File: src/rtl/mem_access.sv
// Memory-access stage and MEM/WB pipeline register: req/ack data-memory handshake with timeout.
// Optional misaligned-access rejection is enabled by defining MEM_ALIGN_CHECK_EN.
module mem_access #(
   parameter int unsigned TIMEOUT = 255
) (
   input  logic        clk,
   input  logic        reset,
   input  logic        regwritem,
   input  logic        memtoregm,
   input  logic        memwritem,
   input  logic        jumplinkm,
   input  logic [31:0] aluoutm,
   input  logic [31:0] writedatam,
   input  logic [4:0]  writeregm,
   input  logic [31:0] pcplus4m,
   output logic        stallm,
   output logic        memreq,
   output logic        memwe,
   output logic [31:0] memaddr,
   output logic [31:0] memwdata,
   input  logic [31:0] memrdata,
   input  logic        memack,
   output logic        regwritew,
   output logic        memtoregw,
   output logic        jumplinkw,
   output logic [31:0] readdataw,
   output logic [31:0] aluoutw,
   output logic [31:0] pcplus4w,
   output logic [4:0]  writeregw,
   output logic        memerrw,
   output logic        misalignw
);

   typedef enum logic {IDLE, WAIT} state_t;

   state_t      state, statenext;
   logic [7:0]  count, countnext;
   logic        memop, misalign, timeoutnow;
   logic        reqnext, wenext;
   logic [31:0] addrnext, wdnext;
   logic        capture;
   logic [31:0] readnext;
   logic        errnext, misnext;

   assign memop = memtoregm | memwritem;

`ifdef MEM_ALIGN_CHECK_EN
   assign misalign = (state == IDLE) & memop & (aluoutm[1:0] != 2'b00);
`else
   assign misalign = 1'b0;
`endif

   // A late ack on the final wait cycle wins over the timeout.
   assign timeoutnow = (state == WAIT) & ~memack & (count == 8'(TIMEOUT - 1));

   assign stallm = ~reset & memop & ~((state == WAIT) & memack) & ~timeoutnow & ~misalign;

   // Next-state, request and W-bundle selection; the W register defaults to a bubble.
   always_comb begin
      statenext = state;
      countnext = count;
      reqnext   = memreq;
      wenext    = memwe;
      addrnext  = memaddr;
      wdnext    = memwdata;
      capture   = 1'b0;
      readnext  = 32'd0;
      errnext   = 1'b0;
      misnext   = 1'b0;
      case (state)
         IDLE: begin
            if (misalign) begin
               misnext = 1'b1;
            end else if (memop) begin
               reqnext   = 1'b1;
               wenext    = memwritem;
               addrnext  = {aluoutm[31:2], 2'b00};
               wdnext    = writedatam;
               countnext = 8'd0;
               statenext = WAIT;
            end else begin
               capture = 1'b1;
            end
         end
         WAIT: begin
            if (memack) begin
               capture   = 1'b1;
               readnext  = memwritem ? 32'd0 : memrdata;
               reqnext   = 1'b0;
               statenext = IDLE;
            end else if (timeoutnow) begin
               reqnext   = 1'b0;
               errnext   = 1'b1;
               statenext = IDLE;
            end else begin
               countnext = count + 8'd1;
            end
         end
         default: statenext = IDLE;
      endcase
   end

   always_ff @(posedge clk or posedge reset) begin
      if (reset) begin
         state     <= IDLE;
         count     <= 8'd0;
         memreq    <= 1'b0;
         memwe     <= 1'b0;
         memaddr   <= 32'd0;
         memwdata  <= 32'd0;
         regwritew <= 1'b0;
         memtoregw <= 1'b0;
         jumplinkw <= 1'b0;
         readdataw <= 32'd0;
         aluoutw   <= 32'd0;
         pcplus4w  <= 32'd0;
         writeregw <= 5'd0;
         memerrw   <= 1'b0;
         misalignw <= 1'b0;
      end else begin
         state     <= statenext;
         count     <= countnext;
         memreq    <= reqnext;
         memwe     <= wenext;
         memaddr   <= addrnext;
         memwdata  <= wdnext;
         regwritew <= capture & regwritem;
         memtoregw <= capture & memtoregm;
         jumplinkw <= capture & jumplinkm;
         readdataw <= readnext;
         aluoutw   <= capture ? aluoutm : 32'd0;
         pcplus4w  <= capture ? pcplus4m : 32'd0;
         writeregw <= capture ? writeregm : 5'd0;
         memerrw   <= errnext;
         misalignw <= misnext;
      end
   end

endmodule

File: config.mk
export PLATFORM = sky130hd
export DESIGN_NAME = mem_access
export DESIGN_NICKNAME = d
export VERILOG_FILES = /design/src/rtl/mem_access.sv
export SDC_FILE = /design/constraint.sdc
export NUM_CORES = 1
export LEC_CHECK = 0
export CAP_MARGIN = 10
export CORE_ASPECT_RATIO = 1.2
export CORE_MARGIN = 2
export CORE_UTILIZATION = 40
export DETAILED_ROUTE_END_ITERATION = 16
export HOLD_SLACK_MARGIN = 0.05
export MAX_ROUTING_LAYER = met4
export PLACE_DENSITY = 0.9
export SLEW_MARGIN = 25
export SYNTH_ARGS = -nofsm -noshare
export SYNTH_HDL_FRONTEND = slang
export SYNTH_SLANG_ARGS = --single-unit
File: constraint.sdc
create_clock -name clk -period 6.5 [get_ports clk]
set_input_delay 0.975 -clock clk [delete_from_list [all_inputs] [get_ports clk]]
set_output_delay 0.975 -clock clk [all_outputs]
set_load 0.1 [all_outputs]
Yosys cells after proc, flatten, opt, wreduce, memory -nomap -nowiden

Cells that the tools add are included.

Register bits: 178
Bits of input ports: 140
Output and inout bits: 173
Logic and storage cells: 62

$add $sub $neg: 1
Equality and inequality tests: 5
Mux-type cells: 24
Bitwise gates (word level): 15
Reductions and logical operators: 3

Operator list:

| cell                  | count |
|---|---|
| $mux W32              | 5 |
| $mux W8               | 3 |
| $pmux W8 S2           | 1 |
| $mux W1               | 11 |
| $and A1 B1 Y1         | 9 |
| $add A8 B1 Y8 const B | 1 |
| $eq A8 B8 Y1 const B  | 1 |
| $ne A2 B2 Y1 const B  | 3 |
| $pmux W1 S2           | 3 |
| $mux W5               | 1 |
| $not A1 Y1            | 5 |
| $reduce_and A2 Y1     | 2 |
| $ne A3 B2 Y1 const B  | 1 |
| $reduce_and A3 Y1     | 1 |
| $or A1 B1 Y1          | 1 |

Depth between registers and ports, before layout

Gate-level depths: netlist of the first run.

Depth in word-level cells: 6
Gate-level depth with buffers: 7
Mapped depth without buffers: 6

Worst setup path before layout of the first run

Ideal clock, no wire load.

Path type: input to output
Start point: input memack
End point: output stallm
Arrival: 3180 ps
Data required time: 5525 ps
Setup slack: 2345 ps
Cell stages on the path: 2
Buffers on the path: 0
Path through: o21a_1 -> nor3_1

Word-level cells in the longest chain between the ends: 5
Elaborated cells on any way between the ends: 8
Those cells by class: 8 x bitwise

RTL lines:

| element                    | RTL line | text |
|---|---|---|
| from (decl)                | 22       | `input logic memack,` |
| $not A1 Y1                 | 54       | `assign timeoutnow = (state == WAIT) & ~memack & (count == 8'(TIMEOUT - 1));` |
| $and A1 B1 Y1 (2 in a row) | 54       |  |
| $not A1 Y1                 | 56       | `assign stallm = ~reset & memop & ~((state == WAIT) & memack) & ~timeoutnow & ~misalign;` |
| $and A1 B1 Y1 *            | 56       |  |
| to (decl)                  | 16       | `output logic stallm,` |

Mark *: on every way between the ends. The rest lies on a longest branch, timed or not.

Worst setup path in the final report of the first run

Ends and elaborated chain as after synthesis.

==> results of run 1 <==
==> power by group <==
group | internal (mW) | switching (mW) | total [mW]
Sequential | 1.33 | 0.110 | 1.44
Combinational | 0.540 | 1.99 | 2.53
Clock | 0.527 | 0.409 | 0.936
Total | 2.40 | 2.51 | 4.91
==> layer usage <==
layer | track usage | up-vias | wire length [um]
met5 | - | - | 0
met4 | 0.0628 | 0 | 270
met3 | 0.0821 | 17 | 1330
met2 | 0.378 | 202 | 8930
met1 | 0.223 | 2345 | 6360
li1 | - | 2289 | -
==> synthesized netlist by cell type <==
master    count  area, um^2
nand2_1     189         709
dfrtp_1     178        4450
and2_1      104         651
clkbuf_1     18        67.6
nand3_1       9        45.0
nor2_1        7        26.3
inv_1         6        22.5
o21ai_0       5        25.0
buf_1         4        15.0
buf_2         4        20.0
buf_4         4        30.0
o21a_1        3        22.5
o31ai_1       3        22.5
ha_1          2        25.0
nor3_1        2        10.0
o211ai_1      2        15.0
a21oi_1       1        5.00
and2b_4       1        10.0
and3_1        1        6.26
conb_1        1        3.75
nand3b_1      1        7.51
nand4_1       1        6.26
nor3b_1       1        7.51
o21ai_2       1        8.76
or2_2         1        6.26
or4_1         1        7.51
or4b_1        1        10.0
xnor2_1       1        8.76
==> cell type report <==
class,count,area [um^2],share of cell area
antenna,1,2.50,0.000248
clock inverter,7,53.8,0.00533
clock buffer,23,488,0.0484
tap,208,260,0.0258
multi-input combinational,340,1660,0.165
inverter,6,27.5,0.00273
timing repair buffer,315,3140,0.311
sequential,178,4450,0.442
==> state kept, by name, summed over array words and instances, names as in the netlist, 5 cells and up <==
name / count
aluoutw: 32
count: 8
memaddr: 30
memwdata: 32
pcplus4w: 32
readdataw: 32
writeregw: 5
==> worst max path at each step <==
stage                     startpoint                   end  slack, ns  depth (start not counted)
after floorplan                reset  aluoutw[0]$_DFF_PP0_       0.69                          1
after global placement        memack                stallm       2.58                          4
after detailed placement      memack                stallm       2.57                          4
after CTS                     memack                stallm       2.56                          4
after global routing          memack                stallm       2.47                          4
final                         memack                stallm       2.57                          4
==> worst max-delay path, stage by stage <==
cell and delay [ns]:
clkdlybuf4s50_1 0.46, o21a_1 0.23, nor3_1 0.13, clkdlybuf4s50_1 1.16
==> metrics by stage <==
stage                     instances   util  power [mW]  setup slack, ns
after floorplan                 554      -        3.34            0.695
after global placement         1047  0.617        3.96             2.58
after detailed placement       1047  0.617        4.00             2.57
after CTS                      1077  0.653        4.94             2.56
after global routing           1078  0.653        5.09             2.47
final                          1078  0.653        4.91             2.57
==> kinds of logic (layout without fill, tap and decap cells) <==
kind of cell    after synthesis  after routing  synth area share
other cells                   1              4          0.000600
buf+inv                      36            351            0.0248
simple gates                319            319             0.240
fa+ha+maj                     2              2           0.00400
xor+xnor                      1              1           0.00140
flops                       178            178             0.713
compound gates               15             15            0.0158
==> impl_metrics.toml, run 1 <==
[timing]
slew_headroom = 0.284
worstMarginPinSlew_ns = 1.07
slew_viol_final = 0
finClkSkew_ns = 0.00579
tns_ns = 0
fin_hold_ws_ns = 0.472
finalSetupViolCount = 0
max_clock_freq_mhz = 254
hold_viol_final = 0
final.period_utilization = 0.605
rsz0062_at_grt = "no"
final.min_clock_period_ns = 3.93

[clock_tree]
cts.sinks = 178
cts_max_level = 4
cts_setup_buffers = 0
clock_latency_ns = 0.42
cts_buffers = 17
cts.clk_slew.worst_paths_ns = 0.06
clockRootBuffer = "clkbuf_16"
cts_tree = "done"
cts_resized = 0
clk_path_buf_depth = 2
cts_hold_buf = 0

[floorplanning]
fp.dieH_um = 141
start_util = 0.404
fp-row-count = 50
pin_count = 313
fp.dieW_um = 118
die-area_um2 = 16600
coreArea_um2 = 15500

[power_and_ir_drop]
pwr_density_cell_nw_per_um2 = 486
cellLeakagePower_nw = 4.70
max-vdd-ir-drop_mv = 0.251

[route]
antenna_left = 0
drc = 0
wirelength_mm = 16.9
first_pass_iters = 4
wl_per_cell_um = 15.7
routed_via_density = 4.50
first_iter_violations = 234
vias = 4853

[grt]
antenna_found_initial = 1
grt.total_usage = 0.215
grt.overflow.total = 0
grt_max_degree = 74
grt_pass1_vias = 5179
grt_pass1_wl_mm = 26.5

[min_path]
hold_class = "reg2reg"
hold_depth = 2
whs_endpoint = "memaddr[30]$_DFFE_PP0P_"
min_from = "memaddr[30]$_DFFE_PP0P_"

[yosys]
synth-seq-cells = 178
ys_warn_count = 0
syn_inst = 552
synth_area_um2 = 6250
yosysUniqueCellTypes = 28
ys_seq_area_frac = 0.713
synth.avg_cell_area_um2 = 11.3

[job]
max_cap_violations = 0

[placement]
place.gp.congestion = 0.768
place_hpwl_mm = 12.1
postPlaceCellArea_um2 = 9540
port_buffers = 309

[layout]
finalInstanceArea_um2 = 10100
nets = 1000
drive_gt1_frac = 0.0460
syn2layout_area_growth_pct = 61.4
layout_commonest_cell = "clkdlybuf4s50_1"
final_cell_mix = "clkdlybuf4s50_1, nand2_1, dfrtp_1"
fillers = 1168

[worst_setup_path]
worstPathArrival_ns = 2.96
critPathLaunchType = "primary input"
reg2reg_slack_ns = 4.47
rr_endpoint = "aluoutw[27]$_DFF_PP0_"
worstRegToRegCells = 5
crit_required_ns = 5.52
crit_type = "in2out"
cp_max_fo = 5
cp-end-kind = "output port"
rr_startpoint = "state$_DFF_PP0_"

[outcome]
outcome = "finished, final reports clean"
Note: power is estimated with default switching activity, not from simulation.
==> run 2: changes to the inputs <==
Settings changed: CORE_UTILIZATION 40 to 36, PLACE_DENSITY 0.9 to 0.86.
Clock period 6.5 ns to 3.2 ns, I/O delays scaled along.
==> run 2 against run 1 <==
Effect of this change:
- cell count increased by 0.93%
- final area decreased by 0.99%
- total power increased by 100%
- non-clock buffer count unchanged
- sequential cell count unchanged
- sequential share of layout area increased by 0.44 points
- wire length decreased by 0.68%
- worst hold slack about the same
- global-route usage decreased by 2.8 points
- via count decreased by 0.62%
- critical endpoint is now memaddr[8]
==> impl_metrics.toml, run 2 (synthesis gave the netlist of run 1 again) <==
[outcome]
outcome = "finished, final reports clean"

[floorplanning]
coreArea_um2 = 16900
pin_count = 313
fp.dieW_um = 124
fp-row-count = 52
start_util = 0.369
die-area_um2 = 18400
fp.dieH_um = 148

[min_path]
hold_class = "reg2reg"
hold_depth = 2
min_from = "memaddr[12]$_DFFE_PP0P_"
whs_endpoint = "memaddr[12]$_DFFE_PP0P_"

[route]
antenna_left = 0
first_iter_violations = 325
first_pass_iters = 4
routed_via_density = 4.43
vias = 4823
wirelength_mm = 16.8
drc = 0
wl_per_cell_um = 15.4

[timing]
final.period_utilization = 0.760
final.min_clock_period_ns = 2.43
rsz0062_at_grt = "no"
slew_viol_final = 0
slew_headroom = 0.335
max_clock_freq_mhz = 411
finalSetupViolCount = 0
hold_viol_final = 0
worstMarginPinSlew_ns = 0.995
fin_hold_ws_ns = 0.472
finClkSkew_ns = 0.0118
tns_ns = 0

[clock_tree]
cts_hold_buf = 0
clk_path_buf_depth = 2
cts_tree = "done"
cts_max_level = 4
cts.sinks = 178
clock_latency_ns = 0.42
clockRootBuffer = "clkbuf_16"
cts_setup_buffers = 0
cts_resized = 0
cts_buffers = 17
cts.clk_slew.worst_paths_ns = 0.07

[power_and_ir_drop]
combPwrFrac = 0.507
seqPwrFrac = 0.295
sw_frac_of_total = 0.521
switching_power_mw = 5.19
pwr-share-clk = 0.198
cellLeakagePower_nw = 4.80
pwr_density_cell_nw_per_um2 = 999
max-vdd-ir-drop_mv = 0.387
internal_power_mw = 4.78

[placement]
postPlaceCellArea_um2 = 9420
port_buffers = 309
place_hpwl_mm = 12.1
place.gp.congestion = 0.772
dp_cells = 1055

[worst_setup_path]
rr_startpoint = "count[0]$_DFFE_PP0P_"
rr_endpoint = "count[7]$_DFFE_PP0P_"
worstPathArrival_ns = 1.95
critical_path_buf_inv_count = 1
reg2reg_slack_ns = 1.43
cp_max_fo = 2
cp_slowest_cell = "clkdlybuf4s50_1"
crit_required_ns = 2.72
critPathLaunchType = "flop"
cp-end-kind = "output port"
worstRegToRegCells = 6
path_delay_family = "buffers and inverters"
cp.depth = 1
crit_type = "reg2out"
cp_slowest_stage_delay_ns = 1.15
crit_path_cell_trace = "clkdlybuf4s50_1"

[layout]
drive_gt1_frac = 0.130
syn2layout_area_growth_pct = 59.8
layout_commonest_cell = "clkdlybuf4s50_1"
finalInstanceArea_um2 = 9990
layoutNonFillerInstCount = 1088
nets = 1000
final_core_utilization = 0.590
final_cell_mix = "clkdlybuf4s50_1, nand2_1, dfrtp_1"

[grt]
grt_pass1_wl_mm = 26.2
antenna_found_initial = 1
grt.overflow.total = 0
grt_max_degree = 92
grt_pass1_vias = 4979
grt.total_usage = 0.187

[job]
max_cap_violations = 0
run 2: final cells by class:
class	count	area [um^2]
tap	216	270
clock inverter	14	121
timing repair buffer	315	3010
sequential	178	4450
fill	1385	6930
multi-input combinational	340	1670
clock buffer	18	439
antenna	1	2.50
inverter	6	26.3
run 2: worst register-to-register path, delay by kind of cell (launching register included):
kind | cells | cell delay, ns
flip-flops | 1 | 0.42
AO/OA/AOI/OAI | 2 | 0.32
buffers and inverters | 1 | 0.07
adder cells (fa/ha/maj) | 1 | 0.20
AND/OR/NAND/NOR | 2 | 0.68
run 2: power by group through the flow:
stage	registers (mW)	logic [mW]	clock network, mW
detailed placement	2.98	5.08	0
global placement	2.96	5.04	0
finish	2.94	5.06	1.98
CTS	2.94	5.09	2.03
floorplan	6.18	0.600	0
global route	3.00	5.22	2.13
run 2: routing by layer:
layer  wire, um  track usage  share of wire
met2       8710        0.308           0.52
met1       6850        0.224           0.41
met3        821       0.0489          0.049
met5          0            -              0
met4        384       0.0685          0.023
run 2: how the worst max path moves through the flow:
| stage | from | end |
|---|---|---|
| floorplan | reset | aluoutw[0]$_DFF_PP0_ |
| global placement | memwritem | count[0]$_DFFE_PP0P_ |
| detailed placement | memwritem | count[0]$_DFFE_PP0P_ |
| CTS | memaddr[8]$_DFFE_PP0P_ | memaddr[8] |
| global route | count[0]$_DFFE_PP0P_ | stallm |
| finish | memaddr[8]$_DFFE_PP0P_ | memaddr[8] |
run 2: through the flow:
stage / worst slack (ns) / total power [mW]
after global placement: 0.868 / 8.00
after floorplan: 0.439 / 6.78
after CTS: 0.737 / 10.1
final: 0.766 / 9.97
after detailed placement: 0.813 / 8.06
after global routing: 0.664 / 10.3
==> run 3: changes to the inputs <==
Settings changed: CORE_UTILIZATION 36 to 40, PLACE_DENSITY 0.86 to 0.9.
Clock period 3.2 ns to 2.4 ns, I/O delays scaled along.
==> run 3 against run 2 <==
Effect of this change:
- register-to-register slack got worse by 0.81 ns
- sequential power increased by 34%
- cell count decreased by 0.55%
- final area down 1.6%
- clock power up 41%
- sequential share of layout area increased by 0.73 points
- total power increased by 34%
- setup slack lost 0.60 ns
- global-route usage is 2.3 points higher
- core utilization is 4.5 points higher
- critical path type unchanged
- highest routed layer unchanged
==> impl_metrics.toml, run 3 (synthesis gave the netlist of run 1 again) <==
[worst_setup_path]
crit_required_ns = 2.04
crit_type = "reg2out"
rr_startpoint = "count[0]$_DFFE_PP0P_"
crit_path_cell_trace = "inv_1, ha_1, nand3_1, nor2_1, o21a_1, nor3_4, buf_12"
worstPathArrival_ns = 1.87
reg2reg_slack_ns = 0.62
cp_max_fo = 6
critical_path_buf_inv_count = 2
cp_slowest_stage_delay_ns = 0.42
critPathLaunchType = "flop"
startpoint = "count[0]$_DFFE_PP0P_"
crit_end = "stallm"
cp_slowest_cell = "dfrtp_1"
rr_endpoint = "count[7]$_DFFE_PP0P_"
path_delay_family = "flip-flops"
cp-end-kind = "output port"
worstRegToRegCells = 6
cp.depth = 7

[power_and_ir_drop]
max-vdd-ir-drop_mv = 0.831
cellLeakagePower_nw = 5.01
pwr_density_cell_nw_per_um2 = 1360
finalPower_mw = 13.4

[floorplanning]
pin_count = 313
start_util = 0.404
fp-row-count = 50
coreArea_um2 = 15500
fp.dieH_um = 141
die-area_um2 = 16600
fp.dieW_um = 118

[layout]
multi_input_area_um2 = 1670
layout_commonest_cell = "nand2_1"
nets = 1002
finalInstanceArea_um2 = 9820
syn2layout_area_growth_pct = 57.2
final_cell_mix = "nand2_1, dfrtp_1, buf_4"
drive_gt1_frac = 0.247
fillers = 1202
regArea_um2 = 4450

[route]
wl_per_cell_um = 15.2
vias = 4921
first_pass_iters = 4
routed_via_density = 4.55
first_iter_violations = 279
drc = 0
antenna_left = 0
wirelength_mm = 16.4

[timing]
max_clock_freq_mhz = 448
slew_headroom = 0.567
final.min_clock_period_ns = 2.23
slew_viol_final = 0
hold_viol_final = 0
rsz0062_at_grt = "no"
worstMarginPinSlew_ns = 0.649
final.period_utilization = 0.929
tns_ns = 0
fin_hold_ws_ns = 0.457
finClkSkew_ns = 0.00918
finalSetupViolCount = 0

[grt]
grt_pass1_wl_mm = 26.2
antenna_found_initial = 1
grt_pass1_vias = 5127
grt_max_degree = 118
grt.overflow.total = 0
grt.total_usage = 0.210

[placement]
place.gp.congestion = 0.785
place_hpwl_mm = 11.9
port_buffers = 309
postPlaceCellArea_um2 = 9220

[clock_tree]
cts_tree = "done"
clk_path_buf_depth = 2
cts_buffers = 17
cts_hold_buf = 0
clockRootBuffer = "clkbuf_16"
cts_max_level = 4
cts_setup_buffers = 0
cts.sinks = 178
cts_resized = 0
clock_latency_ns = 0.43
cts.clk_slew.worst_paths_ns = 0.07

[job]
max_cap_violations = 0

[outcome]
outcome = "finished, final reports clean"

[min_path]
hold_class = "in2reg"
[run 3: cell count changes in the layout (fill, tap and decap cells not counted)]
cell	before	now
clkinv_8	0	1
clkinvlp_4	5	3
inv_8	3	0
buf_4	71	172
bufinv_16	0	2
clkdlybuf4s50_1	241	139
buf_12	3	6
clkbuf_1	0	1
nor3_4	0	1
nor3_2	1	0
clkbuf_8	1	2
[run 3: worst min-delay path by stage]
stage                                   from                        to  slack (ns)  cells past startpoint
global route                   writedatam[8]   memwdata[8]$_DFFE_PP0P_        0.45                      3
finish                        writedatam[31]  memwdata[31]$_DFFE_PP0P_        0.46                      3
detailed placement  memwdata[26]$_DFFE_PP0P_  memwdata[26]$_DFFE_PP0P_        0.46                      2
floorplan                        aluoutm[10]   memaddr[10]$_DFFE_PP0P_        0.47                      2
CTS                            writedatam[4]   memwdata[4]$_DFFE_PP0P_        0.44                      3
global placement      memaddr[7]$_DFFE_PP0P_    memaddr[7]$_DFFE_PP0P_        0.46                      2
[run 3: power by group]
group	internal [mW]	switching (mW)	leakage, nW
sequential	3.61	0.320	2.29
combinational	1.31	5.35	2.43
clock	1.61	1.19	0.290
total	6.52	6.86	5.01
[run 3: layer usage]
metal	vias up	track usage	part of all wire
li1	2302	-	-
met1	2365	0.231	0.38
met2	225	0.362	0.53
met3	29	0.0583	0.065
met4	0	0.0818	0.024
met5	-	-	0
[run 3: per-stage QoR]
| stage | utilization | instances | worst slack (ns) |
|---|---|---|---|
| after floorplan | - | 554 | -0.241 |
| after global placement | 0.596 | 1049 | 0.372 |
| after detailed placement | 0.596 | 1049 | 0.306 |
| after CTS | 0.636 | 1081 | 0.140 |
| after global routing | 0.636 | 1082 | 0.0330 |
| final | 0.636 | 1082 | 0.170 |
[run 3: final cells by class]
class / instances / area share
tap: 208 / 0.0265
multi-input combinational: 340 / 0.170
clock inverter: 12 / 0.0152
antenna: 1 / 0.000255
inverter: 6 / 0.00267
clock buffer: 20 / 0.0465
timing repair buffer: 317 / 0.285
sequential: 178 / 0.453
[run 3: tightest hold or removal path, cell delays in order]
cell and delay [ns]:
clkdlybuf4s50_1 0.39, nand2_1 0.05, nand2_1 0.04
